$ cat src/rtl/cnn_scan_ctrl_if.sv
// cnn_scan_ctrl_if: rd (req/addr/gnt/rvalid/rdata), pix (valid/data), res (valid/data/ready), wr (req/addr/data/gnt) channels; master=controller, slave=memory/datapath
interface cnn_scan_ctrl_if #(
  parameter int DATA_WIDTH = 8,
  parameter int ACC_WIDTH = 32,
  parameter int ADDR_WIDTH = 32
) ();
  logic rd_req;
  logic [ADDR_WIDTH-1:0] rd_addr;
  logic rd_gnt;
  logic rd_rvalid;
  logic [DATA_WIDTH-1:0] rd_rdata;
  logic pix_valid;
  logic [DATA_WIDTH-1:0] pix_data;
  logic res_valid;
  logic [ACC_WIDTH-1:0] res_data;
  logic res_ready;
  logic wr_req;
  logic [ADDR_WIDTH-1:0] wr_addr;
  logic [ACC_WIDTH-1:0] wr_data;
  logic wr_gnt;
  modport master (
    output rd_req, rd_addr, pix_valid, pix_data, res_ready, wr_req, wr_addr, wr_data,
    input rd_gnt, rd_rvalid, rd_rdata, res_valid, res_data, wr_gnt
  );
  modport slave (
    input rd_req, rd_addr, pix_valid, pix_data, res_ready, wr_req, wr_addr, wr_data,
    output rd_gnt, rd_rvalid, rd_rdata, res_valid, res_data, wr_gnt
  );
endinterface

$ cat src/rtl/cnn_scan_ctrl.sv
// cnn_scan_ctrl: raster-scan sequencer (clk_i, rst_i, start_i, input/output_base_i in; busy_o, done_o out; rd/pix/res/wr channels on bus master)
module cnn_scan_ctrl #(
  parameter int DATA_WIDTH = 8,
  parameter int ACC_WIDTH = 32,
  parameter int ADDR_WIDTH = 32,
  parameter int IMG_W = 28,
  parameter int IMG_H = 28
) (
  input  logic clk_i,
  input  logic rst_i,
  input  logic start_i,
  input  logic [ADDR_WIDTH-1:0] input_base_i,
  input  logic [ADDR_WIDTH-1:0] output_base_i,
  output logic busy_o,
  output logic done_o,
  cnn_scan_ctrl_if.master bus
);
  localparam int CW = $clog2(IMG_W);
  localparam int RW = $clog2(IMG_H);
  localparam int OW = $clog2((IMG_W-2)*(IMG_H-2)+1);
  typedef enum logic [2:0] {IDLE, FETCH, WAIT_R, PUSH, WAIT_RES, WRITE, DONE} state_t;
  state_t state, state_d;
  logic [RW-1:0] row;
  logic [CW-1:0] col;
  logic [OW-1:0] out_idx;
  logic [ADDR_WIDTH-1:0] in_base, out_base;
  logic [DATA_WIDTH-1:0] pix;
  logic [ACC_WIDTH-1:0] res;
  logic win, eol, last, adv;
  always_comb begin
    win = row >= RW'(2) && col >= CW'(2);
    eol = col == CW'(IMG_W-1);
    last = eol && row == RW'(IMG_H-1);
    adv = (state == PUSH && !win) || (state == WRITE && bus.wr_gnt);
    state_d = state;
    case (state)
      IDLE: state_d = start_i ? FETCH : IDLE;
      FETCH: state_d = bus.rd_gnt ? WAIT_R : FETCH;
      WAIT_R: state_d = bus.rd_rvalid ? PUSH : WAIT_R;
      PUSH: state_d = win ? WAIT_RES : last ? DONE : FETCH;
      WAIT_RES: state_d = bus.res_valid ? WRITE : WAIT_RES;
      WRITE: state_d = !bus.wr_gnt ? WRITE : last ? DONE : FETCH;
      DONE: state_d = IDLE;
      default: state_d = IDLE;
    endcase
  end
  always_comb begin
    busy_o = state != IDLE;
    done_o = state == DONE;
    bus.rd_req = state == FETCH;
    bus.rd_addr = state == FETCH ? in_base + ADDR_WIDTH'(row) * ADDR_WIDTH'(IMG_W) + ADDR_WIDTH'(col) : '0;
    bus.pix_valid = state == PUSH;
    bus.pix_data = state == PUSH ? pix : '0;
    bus.res_ready = state == WAIT_RES;
    bus.wr_req = state == WRITE;
    bus.wr_addr = state == WRITE ? out_base + (ADDR_WIDTH'(out_idx) << 2) : '0;
    bus.wr_data = state == WRITE ? res : '0;
  end
  always_ff @(posedge clk_i) begin
    if (rst_i) begin
      state <= IDLE;
      row <= '0;
      col <= '0;
      out_idx <= '0;
      in_base <= '0;
      out_base <= '0;
      pix <= '0;
      res <= '0;
    end else begin
      state <= state_d;
      if (state == IDLE && start_i) begin
        in_base <= input_base_i;
        out_base <= output_base_i;
        row <= '0;
        col <= '0;
        out_idx <= '0;
      end
      if (state == WAIT_R && bus.rd_rvalid) pix <= bus.rd_rdata;
      if (state == WAIT_RES && bus.res_valid) res <= bus.res_data;
      if (state == WRITE && bus.wr_gnt) out_idx <= out_idx + OW'(1);
      if (adv) begin
        col <= eol ? '0 : col + CW'(1);
        row <= last ? '0 : eol ? row + RW'(1) : row;
      end
    end
  end
endmodule

$ cat src/flat_wrapper.sv
// flat-port wrapper written by rule: the top's interface ports become plain ports
module cnn_scan_ctrl_flat 
#(
  parameter int DATA_WIDTH = 8,
  parameter int ACC_WIDTH = 32,
  parameter int ADDR_WIDTH = 32,
  parameter int IMG_W = 28,
  parameter int IMG_H = 28
)
  (clk_i, rst_i, start_i, input_base_i, output_base_i, busy_o, done_o, bus_rd_req, bus_rd_addr, bus_pix_valid, bus_pix_data, bus_res_ready, bus_wr_req, bus_wr_addr, bus_wr_data, bus_rd_gnt, bus_rd_rvalid, bus_rd_rdata, bus_res_valid, bus_res_data, bus_wr_gnt);
  cnn_scan_ctrl_if #(.DATA_WIDTH(DATA_WIDTH), .ACC_WIDTH(ACC_WIDTH), .ADDR_WIDTH(ADDR_WIDTH)) bus_i ();
  input  logic clk_i;
  input  logic rst_i;
  input  logic start_i;
  input  logic [ADDR_WIDTH-1:0] input_base_i;
  input  logic [ADDR_WIDTH-1:0] output_base_i;
  output logic busy_o;
  output logic done_o;
  output wire logic [$bits(bus_i.rd_req)-1:0] bus_rd_req;
  output wire logic [$bits(bus_i.rd_addr)-1:0] bus_rd_addr;
  output wire logic [$bits(bus_i.pix_valid)-1:0] bus_pix_valid;
  output wire logic [$bits(bus_i.pix_data)-1:0] bus_pix_data;
  output wire logic [$bits(bus_i.res_ready)-1:0] bus_res_ready;
  output wire logic [$bits(bus_i.wr_req)-1:0] bus_wr_req;
  output wire logic [$bits(bus_i.wr_addr)-1:0] bus_wr_addr;
  output wire logic [$bits(bus_i.wr_data)-1:0] bus_wr_data;
  input wire logic [$bits(bus_i.rd_gnt)-1:0] bus_rd_gnt;
  input wire logic [$bits(bus_i.rd_rvalid)-1:0] bus_rd_rvalid;
  input wire logic [$bits(bus_i.rd_rdata)-1:0] bus_rd_rdata;
  input wire logic [$bits(bus_i.res_valid)-1:0] bus_res_valid;
  input wire logic [$bits(bus_i.res_data)-1:0] bus_res_data;
  input wire logic [$bits(bus_i.wr_gnt)-1:0] bus_wr_gnt;
  assign bus_rd_req = bus_i.rd_req;
  assign bus_rd_addr = bus_i.rd_addr;
  assign bus_pix_valid = bus_i.pix_valid;
  assign bus_pix_data = bus_i.pix_data;
  assign bus_res_ready = bus_i.res_ready;
  assign bus_wr_req = bus_i.wr_req;
  assign bus_wr_addr = bus_i.wr_addr;
  assign bus_wr_data = bus_i.wr_data;
  assign bus_i.rd_gnt = bus_rd_gnt;
  assign bus_i.rd_rvalid = bus_rd_rvalid;
  assign bus_i.rd_rdata = bus_rd_rdata;
  assign bus_i.res_valid = bus_res_valid;
  assign bus_i.res_data = bus_res_data;
  assign bus_i.wr_gnt = bus_wr_gnt;
  cnn_scan_ctrl #(.DATA_WIDTH(DATA_WIDTH), .ACC_WIDTH(ACC_WIDTH), .ADDR_WIDTH(ADDR_WIDTH), .IMG_W(IMG_W), .IMG_H(IMG_H)) u_core (.clk_i(clk_i), .rst_i(rst_i), .start_i(start_i), .input_base_i(input_base_i), .output_base_i(output_base_i), .busy_o(busy_o), .done_o(done_o), .bus(bus_i));
endmodule
$ cat config.mk
export PLATFORM = sky130hd
export DESIGN_NAME = cnn_scan_ctrl_flat
export DESIGN_NICKNAME = d
export VERILOG_FILES = /design/src/rtl/cnn_scan_ctrl_if.sv /design/src/rtl/cnn_scan_ctrl.sv /design/src/flat_wrapper.sv
export SDC_FILE = /design/constraint.sdc
export NUM_CORES = 1
export LEC_CHECK = 0
export ABC_AREA = 1
export BUFFER_PORTS_ARGS = -buffer_cell sky130_fd_sc_hd__buf_2
export CAP_MARGIN = 10
export CORE_UTILIZATION = 35
export CTS_CLUSTER_DIAMETER = 30
export DETAILED_ROUTE_END_ITERATION = 16
export GPL_TIMING_DRIVEN = 0
export MAX_ROUTING_LAYER = met4
export PLACE_DENSITY_LB_ADDON = 0.1
export SKIP_CTS_REPAIR_TIMING = 1
export SYNTH_ARGS = -nofsm -noshare
export SYNTH_HDL_FRONTEND = slang
export SYNTH_SLANG_ARGS = --single-unit
$ cat constraint.sdc
create_clock -name clk_i -period 5.8 [get_ports clk_i]
set_input_delay 1.74 -clock clk_i [delete_from_list [all_inputs] [get_ports clk_i]]
set_output_delay 1.74 -clock clk_i [all_outputs]
set_load 0.01 [all_outputs]
# Yosys cells after proc, flatten, opt, wreduce, memory -nomap -nowiden
# Cells that the tools add are included.
[op_classes] eq_ne=9 magnitude_cmp=2 reduce_logical=14 addsub=6 n_mul=1 muxes=20
[ops] op="2-to-1 mux 32 bit" count=3
[ops] op="adder 32 x 10 -> 32 bit" count=1
[ops] op="adder 32 x 12 -> 32 bit" count=1
[ops] op="adder 32 x 5 -> 32 bit" count=1
[ops] op="2-to-1 mux 5 bit" count=6
[ops] op="2-to-1 mux 10 bit" count=2
[ops] op="one-hot mux 3 bit (6 select lines)" count=1
[ops] op="adder 10 x 1 -> 10 bit, second input constant" count=1
[ops] op="adder 5 x 1 -> 5 bit, second input constant" count=2
[ops] op="== test 5 bit, second input constant" count=2
[ops] op=">= comparator 5 x 2 -> 1 bit, second input constant" count=2
[ops] op="== test 3 bit, second input constant" count=3
[ops] op="2-to-1 mux 3 bit" count=3
[ops] op="multiplier 5 x 3 -> 8 bit, second input constant" count=1
[ops] op="2-to-1 mux 8 bit" count=1
[ops] op="logical AND 1 bit" count=7
[ops] op="== test 3 x 2 -> 1 bit, second input constant" count=2
[ops] op="nonzero test 2 bit" count=2
[ops] op="== test 3 x 1 -> 1 bit, second input constant" count=1
[ops] op="zero test 3 bit" count=1
[ops] op="2-to-1 mux 1 bit" count=3
[ops] op="!= test 3 x 1 -> 1 bit, second input constant" count=1
[ops] op="nonzero test 3 bit" count=1
[ops] op="2-to-1 mux 2 bit" count=1
[ops] op="other kinds (3)" count=3
[totals] output_inout_bits=110 ff_bits=127 in_bits=111 word_cells=60

# Depth between registers and ports, before layout
[depth] depth_word=7 ltp_mapped=19

# Least setup slack after synthesis
# Ideal clock, no wire load.
[synth_timing] kind="flip-flop to output port" from="reg u_core.row[2]" to="out bus_rd_addr[19]" slack_ns=0.527 path_stages_with_launch=18 arrival_ns=3.533 path_buffers=0 path_cell_list="dfxtp_1 fa_1 ha_1 fa_1 a21oi_1 nor2_1 nor2_1 xnor2_1 ha_1 ha_1 a21oi_1 nor2_1 nor2_1 o21ai_0 nand2_1 nand2_1 nand2_1 nor2_1"
[synth_via] elab_chain_cells=4
[synth_lines] element="start, declared" line="cnn_scan_ctrl.sv:23" rtl="logic [RW-1:0] row;"
[synth_lines] element="start signal, assigned" line="cnn_scan_ctrl.sv:83" rtl="row <= last ? '0 : eol ? row + RW'(1) : row;"
[synth_lines] element="multiplier 5 x 3 -> 8 bit" line="cnn_scan_ctrl.sv:51" rtl="bus.rd_addr = state == FETCH ? in_base + ADDR_WIDTH'(row) * ADDR_WIDTH'(IMG_W) + ADDR_WIDTH'(col) : '0;"
[synth_lines] element="adder 32 x 10 -> 32 bit" line="cnn_scan_ctrl.sv:51"
[synth_lines] element="adder 32 x 5 -> 32 bit" line="cnn_scan_ctrl.sv:51"
[synth_lines] element="2-to-1 mux 32 bit" line="cnn_scan_ctrl.sv:51"
[synth_lines] element="end, declared" line="flat_wrapper.sv:20" rtl="output wire logic [$bits(bus_i.rd_addr)-1:0] bus_rd_addr;"
# No other way between the ends.

# Final worst setup path
[layout_timing] from="reg u_core.row[2]" to="out bus_rd_addr[15]"
# The elaborated chain is that of the path after synthesis.

==> run summary <==
The synthesized netlist occupies a cell area of 8180 sq um. For the net count after synthesis, the log shows 1,428. From left edge to right edge, the die measures 155 um. The setup check on the worst reg-to-reg path leaves a slack of 3.83 ns.

The tools report the worst vdd rail ir drop as 0.139 mV. The logs give 4.80 nW for the reported leakage power and 8,891 for the overall via count from detail_route. The logs give 23.2% for the aggregate global-route resource usage and 491 for the number of design-rule violations left by the first detailed-router iteration.

The startpoint of the lowest-slack register-to-register path is u_core.state[2]. For the worst flop-to-flop path, the logic depth is 5. The via count of the first global-routing pass was 8,214.

Global routing consumed, on the met3 layer, 4.46% of the routing resources. The global-route track usage on met2 is 35.4%, and the flip-flop and latch count after synthesis is 127. The count of port buffers added during placement came out at 220.

The logs give 1,839 for the count of non-filler cells in the finished layout and 221 for the top-level port count. By area the synthesized netlist is led by sky130_fd_sc_hd__dfxtp_1, sky130_fd_sc_hd__a21oi_1, sky130_fd_sc_hd__nand2_1. The worst hold path passes through 2 cells. For the filler cell count, the log shows 2,471. The Yosys step of the flow raised 0 warnings. For the share of the yosys chip area belonging to registers, the log shows 31.1%.

Measured against its own limit, the worst slew margin works out to 55.9%. The min-delay analysis places its worst path in the category flip-flop to flip-flop. The worst hold path begins at u_core.res[11]. Data on the critical path arrives at its endpoint at 3.92 ns.

Global routing consumed, on the met1 layer, 30.6% of the routing resources. The placer congestion estimate came out at 0.924. CTS built an H-tree with a depth of 4. In this run the worst path has a maximum fanout of 8. After detailed routing, the average wire length per cell comes to 14.7 um. The synthesized design contains 0 enable-type register cells. The clock insertion delay at the later pin of the skew report was 0.44 ns; the average size of a mapped cell was 6.48 sq um. Measured on the finished design, the core utilization comes to 46.4%. STA classifies the critical path endpoint as an output pin. The floorplan step defined a die boundary enclosing 24,000 sq um. For this run, the post-layout net count is 1,675. The dominant cell type by area after synthesis is sky130_fd_sc_hd__dfxtp_1. Once the floorplan was initialized, standard cells occupied 35.9% of the core.

After synthesis, the netlist uses 41 different library cells. TritonCTS built the clock tree. The tree built by TritonCTS fans out to 127 sinks.

The max-cap violation count is 0, and the post-route DRC violation count is 0. The most used flip-flop cell after synthesis is sky130_fd_sc_hd__dfxtp_1. Remaining antenna violation count after routing: 0. From synthesis to final layout, the design area changed by 29.4%. Counting tap cells, the placed design contains a total of 1,795 instances. The worst register-to-register path ends at u_core.in_base[23].

Counting every instance in the synthesized netlist gives 1,262. For the pin with the worst max-slew slack, the measured transition is 0.661 ns. The run gives 3 as the number of antenna violations at the first check in global routing.

The endpoint of the worst hold-timing path is u_core.res[11]. The number of detailed-routing iterations run before antenna repair was 5; the total routed wirelength was 27,000 um. After floorplanning, the core was sized to cover 22,800 sq um. The number of buffers inserted during clock tree synthesis was 17; the final HPWL from detailed placement was 21,000 um. The tree is rooted in a sky130_fd_sc_hd__clkbuf_16. Setup repair after global routing could not meet its margin everywhere.

Between clock sinks in the finished design, the worst skew comes to 0.0145 ns. The worst setup path is launched from a flip-flop. The number of pins with negative max-slew slack in the final report is 0, and the number of buffers on the longest clock path is 2. The count of final hold-check violations is 0. The peak-usage layer in the global routing report is met2. The die is 155 um tall. Data on the critical path is required at its endpoint by 4.06 ns.

The final worst-path cycle share is 97.5%, and the maximum number of pins on one net before global-route repair is 17. The power density of the placed cells was 228 nW/um^2. The worst setup path is of the flip-flop to output pin kind. Static timing analysis puts the maximum clock frequency at 177 MHz.

The top cell type by area accounts for 31.1% of the synthesized area. The via count normalized by instance count was 4.83. The cell row count was 55. For this run, asynchronously set or reset flops after synthesis account for 0%. The clock period could shrink to 5.66 ns. The first global-routing pass estimated 42,200 um of wire. Clock-pin slew was measured on the worst setup and hold paths at 0.07 ns.

The run finished with clean final reports. The fraction of final layout cells sized beyond drive strength 1 is 22.1%, and the sum of overflow across all layers after global routing is 0. The logs give 2560 sq um for the area occupied by registers and 4960 sq um for the combined area of the multi-input logic cells. Setup violations remaining at the end of the flow were counted as 0.
cells by family (layout without fill, tap and decap cells):
logic type	after synthesis	after routing	synth area share, %
AO/OA/AOI/OAI	333	333	20.8
buffers and inverters	234	494	11.1
flip-flops	127	127	31.1
XOR/XNOR	12	12	1.29
AND/OR/NAND/NOR	501	501	26.3
adder cells (fa/ha/maj)	55	55	9.34
other	0	4	0
cell usage in the layout, fill, tap and decap left out, drive strengths merged:
cell and count:
buf 244, nand2 229, xor2 8, a21oi 170, a31oi 3, clkinv 6
and3 1, a21boi 1, xnor2 4, ha 45, a211oi 1, clkbuf 46
a21o 2, o21ai 148, dfxtp 127, o21a 2, nand3b 1, inv 197
o211ai 1, o21bai 3, or2 1, nor4 5, fa 10, clkinvlp 1
nor3b 3, nand2b 1, a221oi 2, nor2 153, nand4 17, nand3 67
nor3 20, and2 3, diode 4
critical path: stages, from the launching register on:
cell and delay [ns]:
sky130_fd_sc_hd__dfxtp_4 0.42, sky130_fd_sc_hd__fa_1 0.43, sky130_fd_sc_hd__ha_2 0.20, sky130_fd_sc_hd__fa_2 0.34, sky130_fd_sc_hd__a21oi_1 0.16, sky130_fd_sc_hd__nor2_1 0.06, sky130_fd_sc_hd__nor2_1 0.11, sky130_fd_sc_hd__xnor2_1 0.16
sky130_fd_sc_hd__ha_1 0.30, sky130_fd_sc_hd__ha_4 0.32, sky130_fd_sc_hd__nand2_2 0.08, sky130_fd_sc_hd__inv_1 0.06, sky130_fd_sc_hd__nand2_1 0.07, sky130_fd_sc_hd__nor2_2 0.12, sky130_fd_sc_hd__nand2_2 0.08, sky130_fd_sc_hd__o21ai_4 0.10
sky130_fd_sc_hd__buf_4 0.16, sky130_fd_sc_hd__o21ai_0 0.06, sky130_fd_sc_hd__nor2_1 0.11, sky130_fd_sc_hd__buf_2 0.14
cell type report:
type / instances / area share (%)
sequential: 127 / 24.2
buffer: 45 / 1.89
tap: 313 / 3.70
multi-input combinational: 901 / 46.9
clock inverter: 15 / 1.54
inverter: 189 / 6.71
timing repair buffer: 228 / 11.0
clock buffer: 17 / 4.02
antenna: 4 / 0.0947
worst max path at each step:
stage          cells after the start  slack, ns     startpoint               to
6_report                          19       0.14  u_core.row[2]  bus_rd_addr[15]
4_1_cts                           18      -0.71  u_core.row[2]  bus_rd_addr[19]
3_3_place_gp                      18      -0.20  u_core.row[2]  bus_rd_addr[19]
5_1_grt                           20      -0.07  u_core.row[2]  bus_rd_addr[31]
2_1_floorplan                     17       0.53  u_core.row[2]  bus_rd_addr[19]
3_5_place_dp                      18      -0.22  u_core.row[2]  bus_rd_addr[19]
Yosys cell counts, types with 2 or more instances:
master,n
sky130_fd_sc_hd__a21o_1,2
sky130_fd_sc_hd__a21oi_1,170
sky130_fd_sc_hd__a221oi_1,2
sky130_fd_sc_hd__a31oi_1,3
sky130_fd_sc_hd__and2_1,3
sky130_fd_sc_hd__buf_2,14
sky130_fd_sc_hd__clkbuf_1,27
sky130_fd_sc_hd__clkbuf_2,2
sky130_fd_sc_hd__dfxtp_1,127
sky130_fd_sc_hd__fa_1,10
sky130_fd_sc_hd__ha_1,45
sky130_fd_sc_hd__inv_1,186
sky130_fd_sc_hd__inv_2,2
sky130_fd_sc_hd__nand2_1,223
sky130_fd_sc_hd__nand2_4,5
sky130_fd_sc_hd__nand3_1,65
sky130_fd_sc_hd__nand3_2,2
sky130_fd_sc_hd__nand4_1,17
sky130_fd_sc_hd__nor2_1,153
sky130_fd_sc_hd__nor3_1,17
sky130_fd_sc_hd__nor3_4,2
sky130_fd_sc_hd__nor3b_1,3
sky130_fd_sc_hd__nor4_1,5
sky130_fd_sc_hd__o21a_1,2
sky130_fd_sc_hd__o21ai_0,146
sky130_fd_sc_hd__o21ai_1,2
sky130_fd_sc_hd__o21bai_1,3
sky130_fd_sc_hd__xnor2_1,4
sky130_fd_sc_hd__xor2_1,8
through the flow:
stage	total power, mW	hold WS (ns)	worst slack [ns]	instance area (sq um)	setup TNS (ns)
after floorplan	1.21	0.428	0.527	8180	0
after global placement	1.34	0.440	-0.196	9670	-0.537
after detailed placement	1.34	0.447	-0.216	9670	-0.672
after CTS	2.42	0.456	-0.710	10300	-10.53
after global routing	2.53	0.475	-0.0667	10600	-0.553
final	2.41	0.453	0.144	10600	0
where the power goes:
group          internal (mW)  switching (mW)  leakage (nW)
logic                  0.133           0.231          3.47
clock network          0.578           0.499         0.287
registers              0.924          0.0487          1.04
per-layer routing:
metal / routed length, um / vias up
li1: - / 4630
met1: 13100 / 4004
met2: 11900 / 222
met3: 1460 / 35
met4: 537 / 0
met5: 0 / -
sequential cells by signal, summed over array words and instances (netlist names):
signal           flops
u_core.out_idx      10
u_core.in_base      32
u_core.out_base     32
u_core.row           5
u_core.res          32
u_core.state         3
u_core.col           5
u_core.pix           8
Power figures use the tool's default switching activity.
